==> src/rtl/uart_cmd_parser_if.sv <==
// Bundles the parser's UART-side and control-bus-side signals.
// The parser takes the master modport; the UART/camera side takes the slave modport.
interface uart_cmd_parser_if;
    logic [11:0] rx_count;
    logic [7:0]  rx_data;
    logic [15:0] bus_id;
    logic [15:0] bus_din;
    logic        bus_write;
    logic [15:0] reg_id;
    logic [15:0] reg_data;
    logic        reg_write;
    logic        busy;
    logic [7:0]  nak_count;

    modport master (
        input  rx_count, rx_data,
        output bus_id, bus_din, bus_write, reg_id, reg_data, reg_write, busy, nak_count
    );

    modport slave (
        output rx_count, rx_data,
        input  bus_id, bus_din, bus_write, reg_id, reg_data, reg_write, busy, nak_count
    );
endinterface

==> src/rtl/uart_cmd_parser.sv <==
// Pops UART rx bytes, assembles AA/ID/DATA/CHK packets, drives control-bus writes
// and queues ACK/NAK replies. Optional inter-byte timeout: define CMD_TIMEOUT_EN.
module uart_cmd_parser #(
    parameter logic [7:0]  SYNC_BYTE      = 8'hAA,
    parameter logic [7:0]  ACK_BYTE       = 8'h06,
    parameter logic [7:0]  NAK_BYTE       = 8'h15,
    parameter logic [23:0] TIMEOUT_CYCLES = 24'd500000
) (
    input  logic              clk,
    input  logic              reset,
    uart_cmd_parser_if.master cmd
);
    localparam logic [15:0] ID_RSP_STORE = 16'h0201;
    localparam logic [15:0] ID_RSP_FLUSH = 16'h0202;
    localparam logic [15:0] ID_POP       = 16'h0204;

    typedef enum logic [2:0] {
        IDLE, POP, SETTLE, DISPATCH, EXEC, RSP_STORE, RSP_FLUSH
    } state_t;

    state_t      state, state_next;
    logic [7:0]  byte_reg;
    logic [7:0]  chk;
    logic [7:0]  rsp;
    logic [7:0]  rsp_value;
    logic [2:0]  index;
    logic [1:0]  settle_cnt;
    logic [31:0] payload;
    logic [15:0] reg_id_q;
    logic [15:0] reg_data_q;
    logic [7:0]  nak_cnt;
    logic        load_rsp;
    logic        reg_write;
    logic        timeout_hit;
    logic [15:0] bus_id;
    logic [15:0] bus_din;
    logic        bus_write;

    always_comb begin
        state_next = state;
        bus_id     = 16'h0000;
        bus_din    = 16'h0000;
        bus_write  = 1'b0;
        reg_write  = 1'b0;
        load_rsp   = 1'b0;
        rsp_value  = ACK_BYTE;
        case (state)
            IDLE: begin
                if (cmd.rx_count != 12'd0) state_next = POP;
            end
            POP: begin
                bus_id     = ID_POP;
                bus_write  = 1'b1;
                state_next = SETTLE;
            end
            SETTLE: begin
                if (settle_cnt == 2'd2) state_next = DISPATCH;
            end
            DISPATCH: begin
                state_next = IDLE;
                if (index == 3'd5) begin
                    if (byte_reg == chk) begin
                        state_next = EXEC;
                    end else begin
                        state_next = RSP_STORE;
                        load_rsp   = 1'b1;
                        rsp_value  = NAK_BYTE;
                    end
                end
            end
            EXEC: begin
                // Ids 0x02xx belong to the UART itself and are never forwarded
                load_rsp   = 1'b1;
                state_next = RSP_STORE;
                if (payload[31:24] == 8'h02) begin
                    rsp_value = NAK_BYTE;
                end else begin
                    reg_write = 1'b1;
                    rsp_value = ACK_BYTE;
                end
            end
            RSP_STORE: begin
                bus_id     = ID_RSP_STORE;
                bus_din    = {8'h00, rsp};
                bus_write  = 1'b1;
                state_next = RSP_FLUSH;
            end
            RSP_FLUSH: begin
                bus_id     = ID_RSP_FLUSH;
                bus_write  = 1'b1;
                state_next = IDLE;
            end
            default: state_next = IDLE;
        endcase
    end

    always_ff @(posedge clk) begin
        if (reset) begin
            state      <= IDLE;
            byte_reg   <= 8'h00;
            chk        <= 8'h00;
            rsp        <= 8'h00;
            index      <= 3'd0;
            settle_cnt <= 2'd0;
            payload    <= 32'h0;
            reg_id_q   <= 16'h0000;
            reg_data_q <= 16'h0000;
            nak_cnt    <= 8'h00;
        end else begin
            state      <= state_next;
            settle_cnt <= (state == SETTLE) ? settle_cnt + 2'd1 : 2'd0;
            if (state == IDLE && cmd.rx_count != 12'd0) byte_reg <= cmd.rx_data;
            if (load_rsp) rsp <= rsp_value;
            if (reg_write) begin
                reg_id_q   <= payload[31:16];
                reg_data_q <= payload[15:0];
            end
            if (state == RSP_STORE && rsp == NAK_BYTE && nak_cnt != 8'hFF)
                nak_cnt <= nak_cnt + 8'd1;
            if (state == DISPATCH) begin
                case (index)
                    3'd0: if (byte_reg == SYNC_BYTE) index <= 3'd1;
                    3'd1, 3'd2, 3'd3, 3'd4: begin
                        payload <= {payload[23:0], byte_reg};
                        chk     <= chk ^ byte_reg;
                        index   <= index + 3'd1;
                    end
                    default: begin
                        index <= 3'd0;
                        chk   <= 8'h00;
                    end
                endcase
            end else if (timeout_hit) begin
                index <= 3'd0;
                chk   <= 8'h00;
            end
        end
    end

`ifdef CMD_TIMEOUT_EN
    // Stalled partial packets are dropped silently once the line has been quiet too long
    logic [23:0] idle_timer;
    assign timeout_hit = (state == IDLE) && (index != 3'd0) && (idle_timer == TIMEOUT_CYCLES);

    always_ff @(posedge clk) begin
        if (reset)
            idle_timer <= 24'd0;
        else if (state == DISPATCH || timeout_hit)
            idle_timer <= 24'd0;
        else if (state == IDLE && index != 3'd0)
            idle_timer <= idle_timer + 24'd1;
    end
`else
    assign timeout_hit = 1'b0;
`endif

    // The strobe presents the new id/data immediately; the held copy covers idle cycles
    assign cmd.bus_id    = bus_id;
    assign cmd.bus_din   = bus_din;
    assign cmd.bus_write = bus_write;
    assign cmd.reg_write = reg_write;
    assign cmd.reg_id    = reg_write ? payload[31:16] : reg_id_q;
    assign cmd.reg_data  = reg_write ? payload[15:0]  : reg_data_q;
    assign cmd.busy      = (state != IDLE);
    assign cmd.nak_count = nak_cnt;
endmodule
==> src/flat_wrapper.sv <==
// flat-port wrapper written by rule: the top's interface ports become plain ports
module uart_cmd_parser_flat 
#(
    parameter logic [7:0]  SYNC_BYTE      = 8'hAA,
    parameter logic [7:0]  ACK_BYTE       = 8'h06,
    parameter logic [7:0]  NAK_BYTE       = 8'h15,
    parameter logic [23:0] TIMEOUT_CYCLES = 24'd500000
)
  (clk, reset, cmd_rx_count, cmd_rx_data, cmd_bus_id, cmd_bus_din, cmd_bus_write, cmd_reg_id, cmd_reg_data, cmd_reg_write, cmd_busy, cmd_nak_count);
  uart_cmd_parser_if cmd_i ();
  input  logic clk;
  input  logic reset;
  input wire logic [$bits(cmd_i.rx_count)-1:0] cmd_rx_count;
  input wire logic [$bits(cmd_i.rx_data)-1:0] cmd_rx_data;
  output wire logic [$bits(cmd_i.bus_id)-1:0] cmd_bus_id;
  output wire logic [$bits(cmd_i.bus_din)-1:0] cmd_bus_din;
  output wire logic [$bits(cmd_i.bus_write)-1:0] cmd_bus_write;
  output wire logic [$bits(cmd_i.reg_id)-1:0] cmd_reg_id;
  output wire logic [$bits(cmd_i.reg_data)-1:0] cmd_reg_data;
  output wire logic [$bits(cmd_i.reg_write)-1:0] cmd_reg_write;
  output wire logic [$bits(cmd_i.busy)-1:0] cmd_busy;
  output wire logic [$bits(cmd_i.nak_count)-1:0] cmd_nak_count;
  assign cmd_i.rx_count = cmd_rx_count;
  assign cmd_i.rx_data = cmd_rx_data;
  assign cmd_bus_id = cmd_i.bus_id;
  assign cmd_bus_din = cmd_i.bus_din;
  assign cmd_bus_write = cmd_i.bus_write;
  assign cmd_reg_id = cmd_i.reg_id;
  assign cmd_reg_data = cmd_i.reg_data;
  assign cmd_reg_write = cmd_i.reg_write;
  assign cmd_busy = cmd_i.busy;
  assign cmd_nak_count = cmd_i.nak_count;
  uart_cmd_parser #(.SYNC_BYTE(SYNC_BYTE), .ACK_BYTE(ACK_BYTE), .NAK_BYTE(NAK_BYTE), .TIMEOUT_CYCLES(TIMEOUT_CYCLES)) u_core (.clk(clk), .reset(reset), .cmd(cmd_i));
endmodule
==> config.mk <==
export PLATFORM = sky130hd
export DESIGN_NAME = uart_cmd_parser_flat
export DESIGN_NICKNAME = d
export VERILOG_FILES = /design/src/rtl/uart_cmd_parser_if.sv /design/src/rtl/uart_cmd_parser.sv /design/src/flat_wrapper.sv
export SDC_FILE = /design/constraint.sdc
export NUM_CORES = 1
export LEC_CHECK = 0
export ABC_CLOCK_PERIOD_IN_PS = 2100
export CORE_MARGIN = 2
export CORE_UTILIZATION = 23
export CTS_CLUSTER_SIZE = 25
export DETAILED_ROUTE_END_ITERATION = 8
export MAX_ROUTING_LAYER = met4
export REMOVE_ABC_BUFFERS = 1
export SYNTH_ARGS = -nofsm -noshare
export SYNTH_HDL_FRONTEND = slang
export SYNTH_SLANG_ARGS = --single-unit
export TNS_END_PERCENT = 30
==> constraint.sdc <==
create_clock -name clk -period 2.1 [get_ports clk]
set_input_delay 0.42 -clock clk [delete_from_list [all_inputs] [get_ports clk]]
set_output_delay 0.42 -clock clk [all_outputs]
set_load 0.005 [all_outputs]
# Word level (Yosys, flattened, before mapping)
# Index checks and enable logic that the tools add are counted.
dict set report word_totals {
  regBits 104
  elab_cells 72
  in_bits 22
}
dict set report classes {
  addsub 3
  n_eq_ne 20
  reduce_logical 14
  mux 22
  bitwise 3
}
# operator count
set ops {}
lappend ops {{$mux W16} 2}
lappend ops {{$pmux W8 S2} 2}
lappend ops {{$pmux W10 S3} 1}
lappend ops {{$pmux W3 S6} 1}
lappend ops {{$mux W8} 2}
lappend ops {{$eq A3 B3 Y1 const B} 5}
lappend ops {{$eq A3 B2 Y1 const B} 4}
lappend ops {{$mux W3} 4}
lappend ops {{$reduce_bool A12 Y1} 1}
lappend ops {{$mux W5} 2}
lappend ops {{$add A8 B1 Y8 const B} 1}
lappend ops {{$eq A8 B2 Y1 const B} 1}
lappend ops {{$eq A8 B5 Y1 const B} 1}
lappend ops {{$eq A8 B8 Y1} 1}
lappend ops {{$eq A8 B8 Y1 const B} 1}
lappend ops {{$ne A8 B8 Y1 const B} 1}
lappend ops {{$reduce_and A2 Y1} 4}
lappend ops {{$xor A8 B8 Y8} 1}
lappend ops {{$eq A3 B1 Y1 const B} 2}
lappend ops {{$logic_not A3 Y1} 2}
lappend ops {{$mux W1} 6}
lappend ops {{$ne A2 B1 Y1 const B} 3}
lappend ops {{$pmux W3 S2} 1}
lappend ops {{$reduce_or A4 Y1} 1}
lappend ops {{other kinds (9)} 12}

# Longest topological paths before layout
# Gate-level depths: netlist (run 1).
dict set report depth {
  word_depth 4
  ltp_mapped 8
}

# Worst setup path after synthesis (run 1)
# Ideal clock, no wire load.
dict set report synth_timing {
  path_type {flip-flop to output port}
  from {register u_core.state[2]}
  to {output cmd_reg_data[10]}
  path_stages_with_launch 5
  n_path_buf 1
  slack_ns 0.196
  arrival_time_ns 1.484
  required_ns 1.680
  path_cell_list {dfxtp_1 nor3b_2 a21boi_4 buf_6 mux2_2}
}
dict set report synth_between {
  elab_chain_cells 3
}
# item line
set synth_lines {}
lappend synth_lines {{start, declared} uart_cmd_parser.sv:21} ;# state_t state, state_next;
lappend synth_lines {{start signal, assigned} uart_cmd_parser.sv:110} ;# state <= state_next;
lappend synth_lines {{$eq A3 B3 Y1} uart_cmd_parser.sv:47} ;# case (state)
lappend synth_lines {{$mux W1} uart_cmd_parser.sv:47}
lappend synth_lines {{via cmd_reg_write} flat_wrapper.sv:20} ;# output wire logic [$bits(cmd_i.reg_write)-1:0] cmd_reg_write;
lappend synth_lines {{$mux W16} -}
lappend synth_lines {{end, declared} flat_wrapper.sv:19} ;# output wire logic [$bits(cmd_i.reg_data)-1:0] cmd_reg_data;
# The timed path passes the listed nets, and every way through them passes these cells.

# Worst setup path after layout (run 1)
dict set report layout_timing {
  from {register u_core.payload[27]}
  to {output cmd_reg_data[0]}
}
dict set report layout_between {
  elab_chain_cells 4
}
# item line
set layout_lines {}
lappend layout_lines {{start, declared} uart_cmd_parser.sv:28} ;# logic [31:0] payload;
lappend layout_lines {{start signal, assigned} uart_cmd_parser.sv:124} ;# payload <= {payload[23:0], byte_reg};
lappend layout_lines {{$eq A8 B2 Y1} uart_cmd_parser.sv:75} ;# if (payload[31:24] == 8'h02) begin
lappend layout_lines {{$mux W1} uart_cmd_parser.sv:75}
lappend layout_lines {{$mux W1} uart_cmd_parser.sv:47}
lappend layout_lines {{$mux W16} -}
# No other way between the ends.

==> results of run 1 <==
metal layers:
layer	up-vias	global-route usage, %
li1	1789	-
met1	1616	13.7
met2	63	17.7
met3	10	1.60
met4	0	5.21
met5	-	-
final cells by class:
cell class / instances / area [um^2] / area share [%]
Clock inverter: 6 / 53.8 / 0.886
Sequential cell: 99 / 1990 / 32.7
Clock buffer: 10 / 239 / 3.93
Tap cell: 265 / 332 / 5.46
Inverter: 8 / 30.0 / 0.494
Timing Repair Buffer: 112 / 1060 / 17.5
Multi-Input combinational cell: 346 / 2370 / 39.0
worst paths after layout:
kind / depth (start not counted) / slack [ns] / to / startpoint
setup / recovery: 7 / -0.24 / cmd_reg_data[0] / u_core.payload[27]
hold / removal: 1 / 0.43 / u_core.settle_cnt[0] / u_core.settle_cnt[0]
setup reg to reg: 6 / 0.15 / u_core.cmd.nak_count[5] / u_core.state[0]
hold reg to reg: 1 / 0.43 / u_core.settle_cnt[0] / u_core.settle_cnt[0]
power groups by stage:
stage | clock, W | combinational (W) | sequential, W
floorplan | 0 | 0.000108 | 0.00197
global placement | 0 | 0.000251 | 0.00197
detailed placement | 0 | 0.000253 | 0.00197
CTS | 0.00170 | 0.000258 | 0.00192
global route | 0.00178 | 0.000291 | 0.00193
finish | 0.00164 | 0.000259 | 0.00193
worst register-to-register path, delay by kind of cell (launching register included):
kind | cells | cell delay, ns
and+or+nand+nor | 3 | 0.87
muxes | 1 | 0.37
DFF | 1 | 0.36
buffers and inverters | 2 | 0.24
kinds of logic after synthesis:
group | count (synthesis) | share of synthesized area [%]
xor+xnor | 9 | 1.75
simple gates | 188 | 22.9
compound gates | 77 | 9.99
mux | 42 | 12.0
flops | 99 | 44.1
other cells | 1 | 0.0834
buf+inv | 58 | 7.54
fa+ha+maj | 6 | 1.67
metrics by stage:
stage,hold WS (ns),util [%],setup TNS [ns],cells
2_1_floorplan,0.398,-,-29.40,453
3_3_place_gp,0.415,29.1,-4.11,823
3_5_place_dp,0.418,29.1,-4.92,823
4_1_cts,0.430,31.3,-11.80,847
5_1_grt,0.460,31.4,-8.53,846
6_report,0.431,31.4,-6.36,846
cells in the final DEF, fill, tap and decap left out, types with 3 or more instances in the layout:
cell	n
a21oi_1	50
and2_1	33
buf_12	5
buf_4	29
buf_6	20
clkbuf_16	9
clkbuf_2	17
clkdlybuf4s50_1	28
conb_1	24
dfxtp_1	94
dfxtp_2	5
dlygate4sd2_1	4
dlymetal6s2s_1	5
ha_1	6
inv_1	8
inv_6	3
mux2_4	32
mux2i_1	8
nand2_1	68
nand2b_1	5
nand3b_1	10
nand4_1	5
nor2_1	14
nor2b_4	3
nor3_1	12
nor4_1	4
o21ai_0	15
o31ai_1	3
or3_1	5
xnor2_1	8
repair_timing:
action / in CTS / in global routing
gates cloned: 2 / 0
buffers inserted: 7 / 3
endpoints found under the setup margin: 43 / 38
gates resized for setup: 129 / 59
hold buffers: 0 / 0
pin swaps: 3 / 4
==> results.md, run 1 <==
* Status: finished with violations
* Failing checks: negative setup slack
* Final Cell Area at 6080 um^2
* Largest register FFs at 32
* Worst EP arrival at 1.92 ns
* H-tree Lvls at 3
* Clock buffer count from CTS at 9
* Final wirelength at 10.6 mm
* WL met3 at 256 um
* Worst-skew pair later-pin latency at 0.36 ns
* DRC viols at 0
* Gate power share at 6.8%
* Fillers at 2030
* Synth top cells by count: dfxtp_1, nand2_1, a21oi_1
* Crit path required time at 1.68 ns
* Leak at 2.41 nW
* Commonest register cell after synthesis: dfxtp_1
* RSZ-0062 raised after global routing: yes
* Switching part of the total at 24.6%
* Global Route Usage Sum at 11.0%
* CP Cell Sequence: nor4b_2 > buf_4 > a21boi_4 > buf_6 > buf_12 > mux2_4 > buf_6
* CTS tree: built
* Power, Total at 0.00383 W
* Finish-stage setup viols at 32
* CP peak stage delay at 0.32 ns
* Slew HR at 64.9%
* Routability cong. at 0.751
* Core ar. at 19300 um^2
* Clock sink count at 99
* Post-synthesis sequential area ratio at 44.1%
* Reg clk slew, reported paths at 0.07 ns
* Grt ovf at 0
* Final hold violations at 0
* P_sw at 0.000942 W
* Wire per inst at 12.6 um
* Vias in the first global route at 3263
* Syn_area_per_cell at 9.36 um^2
* Final #Nets at 604
* Tcrit/Tclk final at 111%
* Ant diodes at 0
* Vias per std cell at 4.11
* Final WS setup at -0.239 ns
* Internal power at 0.00289 W
* Startpoint Class: register
* F_max at 428 MHz
* Clk pwr share at 42.9%
* EDFF count, synth at 0
* Initial core utilization at 23.2%
* Initial DRC Count at 183
* # port buffers at 72
* Largest regs: u_core.payload x32, u_core.reg_data_q x16, u_core.reg_id_q x16
* Die area at 20700 um^2
* Ys Warns at 0
* Post-detail-place hpwl at 7.13 mm
* HP Class: register to register
* Syn Inst Count at 480
* Row cnt at 51
* DRT met1 WL at 5.03 mm
* Yosys reg bits at 99
* Fin crit period at 2.34 ns
* Highest routing layer actually used: met4
* Placed Area at 5630 um^2
* Most common cell in the netlist: dfxtp_1
* Yosys top cell by area: dfxtp_1
* Setup crit end kind: output pin
* Pwr dens at 630 nW/um^2
* Share of post-route cells with drive strength above 1 at 25.6%
* Crit-path leading delay family: buffers and inverters
* Library cells used by synthesis at 51
* Post-Syn Area at 4490 um^2
* Area fraction of the dominant cell type after synthesis at 44.1%
* Seq pwr share at 50.3%
* Synth area leaders: dfxtp_1, mux2_4, nand2_1
* Clk root buf: clkbuf_16
* Die height at 144 um
* Die X-Extent at 144 um
* Top-Level Pins at 97
* Area added between synthesis and finish at 35.2%
* Worst Path Max Fanout at 8
* Ys async rst share at 0%
* CP dominant cell by count: buf_6
* CTS Buffer Depth at 2
* Fin Clk Skew at 0.00969 ns
* First-pass GRT wire length at 17.2 mm
* Initial antenna violation count at 0
* Worst slack at placement at -0.190 ns
* Routed Antenna Nets at 0
* Largest net degree at the start of global routing at 70
* Vias at 3478
* Setup CP Type: register to output pin
* WP buf/inv at 4
* Max-slew violation count at 0
* Max_cap viols at 0
* DR pass1 iterations at 4
* VDD IR max at 0.316 mV
* CP max-delay cell: dfxtp_1
* Worst Tran Pin Value at 0.526 ns
* WL met2 at 5.16 mm
* Largest Register: u_core.payload
No activity file was read; power rests on OpenSTA's default activity.
==> inputs of run 2 (changes only) <==
--- a/config.mk
+++ b/config.mk
@@ -8,6 +8,7 @@
 export ABC_CLOCK_PERIOD_IN_PS = 2100
 export CORE_MARGIN = 2
 export CORE_UTILIZATION = 23
+export CTS_CLUSTER_DIAMETER = 50
 export CTS_CLUSTER_SIZE = 25
 export DETAILED_ROUTE_END_ITERATION = 8
 export MAX_ROUTING_LAYER = met4
==> results of run 2 <==
Final layout, timing and power as in run 1 (identical DEF).
